[config.mk]
export PLATFORM = sky130hd
export DESIGN_NAME = morse_keyer_flat
export DESIGN_NICKNAME = d
export VERILOG_FILES = /design/src/rtl/morse_keyer_if.sv /design/src/rtl/morse_keyer.sv /design/src/flat_wrapper.sv
export SDC_FILE = /design/constraint.sdc
export NUM_CORES = 1
export LEC_CHECK = 0
export CORE_UTILIZATION = 64
export CTS_BUF_LIST = sky130_fd_sc_hd__clkbuf_2 sky130_fd_sc_hd__clkbuf_4 sky130_fd_sc_hd__clkbuf_8
export DETAILED_ROUTE_END_ITERATION = 6
export GPL_ROUTABILITY_DRIVEN = 0
export PLACE_DENSITY = 0.82
export SKIP_LAST_GASP = 1
export SYNTH_ARGS = -nofsm -noshare
export SYNTH_HDL_FRONTEND = slang
export SYNTH_SLANG_ARGS = --single-unit
[constraint.sdc]
create_clock -name clk -period 3.34 [get_ports clk]
set_input_delay 0.501 -clock clk [delete_from_list [all_inputs] [get_ports clk]]
set_output_delay 0.501 -clock clk [all_outputs]
set_load 0.02 [all_outputs]
[src/rtl/morse_keyer_if.sv]
// Character handshake between the input/control logic and the Morse keyer.
// The upstream side drives the valid and code signals; the keyer drives ready.
interface morse_keyer_if;
  logic       char_valid;
  logic [5:0] char_code;
  logic       char_ready;

  modport master (
    output char_valid,
    output char_code,
    input  char_ready
  );

  modport slave (
    input  char_valid,
    input  char_code,
    output char_ready
  );
endinterface

[src/rtl/morse_keyer.sv]
// Morse keyer: buffers character codes in a FIFO, encodes them to ITU Morse
// and emits a unit-timed on/off key_out for the downstream buzzer stage.
module morse_keyer #(
  parameter int UNIT_CYCLES = 12_500_000,
  parameter int FIFO_DEPTH  = 8
) (
  input  logic         clk,
  input  logic         rst_n,
  morse_keyer_if.slave up,
  output logic         key_out,
  output logic         busy,
  output logic         char_err
);
  localparam int CW = (UNIT_CYCLES > 1) ? $clog2(UNIT_CYCLES) : 1;
  localparam int AW = $clog2(FIFO_DEPTH);
  localparam logic [5:0] SPACE_CODE = 6'd36;

  typedef enum logic [2:0] {
    IDLE, LOAD, MARK, SPACE, GAP
  } state_t;

  state_t         state;
  logic [5:0]     mem [FIFO_DEPTH];
  logic [AW-1:0]  wr_ptr, rd_ptr;
  logic [AW:0]    count;
  logic [5:0]     cur;
  logic [2:0]     len, sym_idx, units;
  logic [4:0]     pat;
  logic [CW-1:0]  cnt;
  logic [7:0]     ent;
  logic full, empty, accept, bad, push, pop;
  logic timed, tick, expire;

  // {len, pat}; pat bit i is symbol i in send order, 1 = dash
  function automatic logic [7:0] rom(input logic [5:0] c);
    case (c)
      6'd0:  rom = {3'd2, 5'b00010};
      6'd1:  rom = {3'd4, 5'b00001};
      6'd2:  rom = {3'd4, 5'b00101};
      6'd3:  rom = {3'd3, 5'b00001};
      6'd4:  rom = {3'd1, 5'b00000};
      6'd5:  rom = {3'd4, 5'b00100};
      6'd6:  rom = {3'd3, 5'b00011};
      6'd7:  rom = {3'd4, 5'b00000};
      6'd8:  rom = {3'd2, 5'b00000};
      6'd9:  rom = {3'd4, 5'b01110};
      6'd10: rom = {3'd3, 5'b00101};
      6'd11: rom = {3'd4, 5'b00010};
      6'd12: rom = {3'd2, 5'b00011};
      6'd13: rom = {3'd2, 5'b00001};
      6'd14: rom = {3'd3, 5'b00111};
      6'd15: rom = {3'd4, 5'b00110};
      6'd16: rom = {3'd4, 5'b01011};
      6'd17: rom = {3'd3, 5'b00010};
      6'd18: rom = {3'd3, 5'b00000};
      6'd19: rom = {3'd1, 5'b00001};
      6'd20: rom = {3'd3, 5'b00100};
      6'd21: rom = {3'd4, 5'b01000};
      6'd22: rom = {3'd3, 5'b00110};
      6'd23: rom = {3'd4, 5'b01001};
      6'd24: rom = {3'd4, 5'b01101};
      6'd25: rom = {3'd4, 5'b00011};
      6'd26: rom = {3'd5, 5'b11111};
      6'd27: rom = {3'd5, 5'b11110};
      6'd28: rom = {3'd5, 5'b11100};
      6'd29: rom = {3'd5, 5'b11000};
      6'd30: rom = {3'd5, 5'b10000};
      6'd31: rom = {3'd5, 5'b00000};
      6'd32: rom = {3'd5, 5'b00001};
      6'd33: rom = {3'd5, 5'b00011};
      6'd34: rom = {3'd5, 5'b00111};
      6'd35: rom = {3'd5, 5'b01111};
      default: rom = 8'h00;
    endcase
  endfunction

  function automatic logic [2:0] dur(input logic dash);
    dur = dash ? 3'd3 : 3'd1;
  endfunction

  assign full   = (count == (AW+1)'(FIFO_DEPTH));
  assign empty  = (count == '0);
  assign up.char_ready = !full;
  assign accept = up.char_valid & !full;
  assign bad    = (up.char_code > SPACE_CODE);
  assign push   = accept & !bad;
  assign pop    = (state == IDLE) & !empty;
  assign ent    = rom(cur);
  assign timed  = (state == MARK) | (state == SPACE) | (state == GAP);
  assign tick   = (cnt == CW'(UNIT_CYCLES - 1));
  assign expire = timed & tick & (units == 3'd1);

  always_ff @(posedge clk) begin
    if (push) mem[wr_ptr] <= up.char_code;
  end

  always_ff @(posedge clk) begin
    if (!rst_n) begin
      state    <= IDLE;
      wr_ptr   <= '0;
      rd_ptr   <= '0;
      count    <= '0;
      cur      <= '0;
      len      <= '0;
      pat      <= '0;
      sym_idx  <= '0;
      units    <= '0;
      cnt      <= '0;
      key_out  <= 1'b0;
      busy     <= 1'b0;
      char_err <= 1'b0;
    end else begin
      char_err <= accept & bad;
      busy     <= (state != IDLE) | !empty | push;
      if (push) wr_ptr <= wr_ptr + AW'(1);
      if (pop)  rd_ptr <= rd_ptr + AW'(1);
      if (push & !pop)      count <= count + 1'b1;
      else if (!push & pop) count <= count - 1'b1;

      if (timed) begin
        if (tick) begin
          cnt   <= '0;
          units <= units - 3'd1;
        end else begin
          cnt <= cnt + CW'(1);
        end
      end

      unique case (state)
        IDLE: begin
          if (!empty) begin
            cur   <= mem[rd_ptr];
            state <= LOAD;
          end
        end
        LOAD: begin
          len     <= ent[7:5];
          pat     <= ent[4:0];
          sym_idx <= '0;
          cnt     <= '0;
          if (cur == SPACE_CODE) begin
            state <= GAP;
            units <= 3'd7;
          end else begin
            state   <= MARK;
            units   <= dur(ent[0]);
            key_out <= 1'b1;
          end
        end
        MARK: begin
          if (expire) begin
            key_out <= 1'b0;
            cnt     <= '0;
            if (sym_idx + 3'd1 < len) begin
              state   <= SPACE;
              units   <= 3'd1;
              sym_idx <= sym_idx + 3'd1;
            end else begin
              state <= GAP;
              units <= 3'd3;
            end
          end
        end
        SPACE: begin
          if (expire) begin
            state   <= MARK;
            cnt     <= '0;
            units   <= dur(pat[sym_idx]);
            key_out <= 1'b1;
          end
        end
        GAP: begin
          if (expire) state <= IDLE;
        end
        default: state <= IDLE;
      endcase
    end
  end
endmodule
[src/flat_wrapper.sv]
// flat-port wrapper written by rule: the top's interface ports become plain ports
module morse_keyer_flat 
#(
  parameter int UNIT_CYCLES = 12_500_000,
  parameter int FIFO_DEPTH  = 8
)
  (clk, rst_n, key_out, busy, char_err, up_char_valid, up_char_code, up_char_ready);
  morse_keyer_if up_i ();
  input  logic clk;
  input  logic rst_n;
  output logic key_out;
  output logic busy;
  output logic char_err;
  input wire logic [$bits(up_i.char_valid)-1:0] up_char_valid;
  input wire logic [$bits(up_i.char_code)-1:0] up_char_code;
  output wire logic [$bits(up_i.char_ready)-1:0] up_char_ready;
  assign up_i.char_valid = up_char_valid;
  assign up_i.char_code = up_char_code;
  assign up_char_ready = up_i.char_ready;
  morse_keyer #(.UNIT_CYCLES(UNIT_CYCLES), .FIFO_DEPTH(FIFO_DEPTH)) u_core (.clk(clk), .rst_n(rst_n), .up(up_i), .key_out(key_out), .busy(busy), .char_err(char_err));
endmodule
==> flow_summary_export.csv <==
group,metric,value,unit
outcome,run_status,"finished clean",
die,die-area,8735,um2
clocking,post_cts_resized,0,
drt,vias,3837,
logic_synthesis,yosysWarnings,0,
setup_path,worstSetupEndpoint,"u_core.count[3]",
logic_synthesis,ys_async_sr_fraction,0,%
finish,post-route-util,72.93,%
logic_synthesis,avgSynthCellArea,10.60,um2
setup_path,startpoint,"u_core.count[0]",
setup_path,crit_type,"reg -> reg",
die,rows,32,
logic_synthesis,syn-cell-area,5354,um2
setup_path,worstReg2RegEnd,"u_core.count[3]",
finish,final_cells,623,
global_routing,antenna_found_initial,0,
die,die_h,93.46,um
clocking,ctsHoldBuffers,0,
sta,finalSetupViolations,0,
job,max-cap-violations,0,
sta,final_hold_viol_count,0,
die,die_width,93.46,um
global_routing,grtUsageMet3,4.146,%
setup_path,cpMaxStageDelayCell,"or4b_1",
finish,fillCellCount,567,
die,start_util,67.53,%
logic_synthesis,synth-seq-area-share,49.36,%
logic_synthesis,yosys_register_bits,108,
clocking,postCtsSetupBuffers,0,
finish,num_antenna_cells,0,
sta,fin_setup_tns,0,ns
clocking,clk_pin_slew,0.11,ns
drt,totalWireLength,10200,um
setup_path,endpoint_kind,"flop",
drt,antenna_left,0,
global_routing,grt_use_met1,31.93,%
power,leakagePower,1.992,nW
global_routing,grt_max_degree,30,
logic_synthesis,synth_ff_type,"dfxtp_1",
global_routing,grt_usage,25.44,%
sta,grt_setup_unrepaired,"false",
drt,drc,0,
setup_path,slowest_delay,0.59,ns
power,ir_worst_vdd,0.3457,mV
finish,layout-drive-gt1-share,11.13,%
clocking,cts_buffer_depth,2,
drt,drt_iter0_drc,297,
sta,hold_slack,0.4654,ns
finish,layout_common_cells,"nor2_1 (64), dfxtp_1 (60), edfxtp_1 (48)",
logic_synthesis,synth_edf_count,48,
sta,worstMarginPinSlew,0.8652,ns
setup_path,cp_max_fo,5,
logic_synthesis,synth_nets,531,
clocking,cts_buffers,9,
placement,dp.cells,607,
sta,finalMaxSlewViolations,0,
sta,period_minus_slack,2.849,ns
worst_hold_path,hp-class,"reg -> reg",
global_routing,grt_pass1_wl,17210,um
drt,drt-pass1-iter-count,5,
placement,io_buffers,12,
die,core_area,7928,um2
clocking,cts.sinks,108,
sta,fin_skew,0.01403,ns
drt,via_per_inst,6.159,
sta,max_slew_margin,42.24,%
logic_synthesis,synth.distinct_cells,61,
power,power_density,678.6,nW/um2
global_routing,use_met2,44.18,%
clocking,cts-root-buf,"clkbuf_8",
finish,final_common_cell,"nor2_1",
global_routing,busiest_layer,"met2",
clocking,cts_tree,"built",
setup_path,r2r_start,"u_core.count[0]",
sta,max_freq,351.0,MHz
global_routing,gr-total-overflow,0,
setup_path,required,3.66,ns
setup_path,r2r_cells,11,
setup_path,rrSetupSlack,0.49,ns
clocking,clk_latency,0.38,ns
die,io_pins,13,
finish,layout.nets,542,
global_routing,grt_pass1_vias,3668,
finish,area_growth_syn_to_layout,7.993,%
setup_path,path_cells,"or4b_1 -> and2_1 -> and2_1 -> ha_1 -> inv_1 -> ha_1 -> a21o_1 -> a21oi_1 -> xnor2_1 -> or3_1 -> a21oi_1",
clocking,h-tree-depth,3,
setup_path,cp.arrival,3.17,ns
setup_path,start_kind,"flop",
placement,dp_hpwl,7157,um
logic_synthesis,synth_cells,505,
sta,min_period_over_period,85.31,%
drt,wl_per_cell,16.37,um
## layout make-up
class / count / area [um2] / area share, %
Multi-Input combinational cell: 353 / 2530 / 43.76
Clock inverter: 7 / 68.82 / 1.190
Tap cell: 102 / 127.6 / 2.207
Timing Repair Buffer: 25 / 217.7 / 3.765
Clock buffer: 9 / 123.9 / 2.142
Sequential cell: 108 / 2643 / 45.70
Inverter: 19 / 71.32 / 1.233
## critical path: cells and delay by family, from the launching register on
family / cells / cell delay [ns]
and+or+nand+nor: 4 / 1.24
AOI/OAI and AO/OA: 3 / 0.51
adders and majority gates: 2 / 0.44
DFF: 1 / 0.38
buffers and inverters: 1 / 0.12
xor gates and xnor gates: 1 / 0.11
## where the power goes
part	leakage (nW)	switching (W)	internal (W)	total, W
registers	0.922	0.000239	0.00151	0.00175
clock network	0.100	0.000486	0.000295	0.000781
logic	0.969	0.000761	0.000630	0.00139
total	1.99	0.00149	0.00244	0.00392
## cell families (layout without fill, tap and decap cells)
kind of cell,count (synthesis),after routing,share of synthesized area (%)
AOI/OAI and AO/OA,91,91,11.45
xor gates and xnor gates,30,30,4.908
adders and majority gates,17,17,4.113
buffers and inverters,44,60,3.389
DFF,108,108,49.36
muxes,28,28,8.553
and+or+nand+nor,187,187,18.23
## cells in the mapped netlist, drive strengths merged (3+ instances only)
cell,count,area [um2]
nor2,64,240.2
dfxtp,60,1201
edfxtp,48,1441
a21oi,31,158.9
nand2,31,116.4
xnor2,20,175.2
inv,19,71.32
ha,16,200.2
nor3,15,75.07
clkbuf,14,52.55
mux4,14,315.3
o21ai,14,70.07
mux2i,12,120.1
and3,11,68.82
buf,11,57.55
a211oi,10,87.58
xor2,10,87.58
nand3,9,45.04
nand2b,7,43.79
nor2b,7,43.79
o211ai,7,57.55
and4,6,52.55
nand4,6,37.54
nor4,6,43.79
and2,5,31.28
nor3b,5,42.54
nand3b,4,30.03
a21o,3,22.52
a31oi,3,18.77
o21a,3,22.52
o31ai,3,22.52
or3,3,18.77
## registers in the layout, summed over array words and instances (netlist names)
register,flops
u_core.busy,1
u_core.char_err,1
u_core.cnt,24
u_core.count,4
u_core.cur,6
u_core.key_out,1
u_core.len,3
u_core.mem,48
u_core.pat,5
u_core.rd_ptr,3
u_core.state,3
u_core.sym_idx,3
u_core.units,3
u_core.wr_ptr,3
## routing by layer
layer | wire length [um] | up-vias
met5 | 0 | -
met4 | 165 | 0
met3 | 427 | 17
met2 | 5186 | 96
met1 | 4417 | 1861
li1 | - | 1863
## metrics by stage
stage          total power, W  setup slack, ns  area (um2)
6_report             0.003923           0.4907        5782
3_3_place_gp         0.003075           0.2537        5589
4_1_cts              0.003917           0.4755        5782
5_1_grt              0.004171           0.3457        5782
3_5_place_dp         0.003142           0.1794        5589
2_1_floorplan        0.002803           0.4124        5354
## worst min path at each step
stage                        startpoint            end  slack [ns]  cells past startpoint
after global placement    u_core.len[1]  u_core.len[1]        0.45                      2
after global routing      u_core.len[1]  u_core.len[1]        0.51                      2
after detailed placement  u_core.len[1]  u_core.len[1]        0.45                      2
final                     u_core.len[1]  u_core.len[1]        0.47                      2
after floorplan           u_core.len[1]  u_core.len[1]        0.44                      2
after CTS                 u_core.len[1]  u_core.len[1]        0.47                      2
No activity file was read; power rests on OpenSTA's default activity.
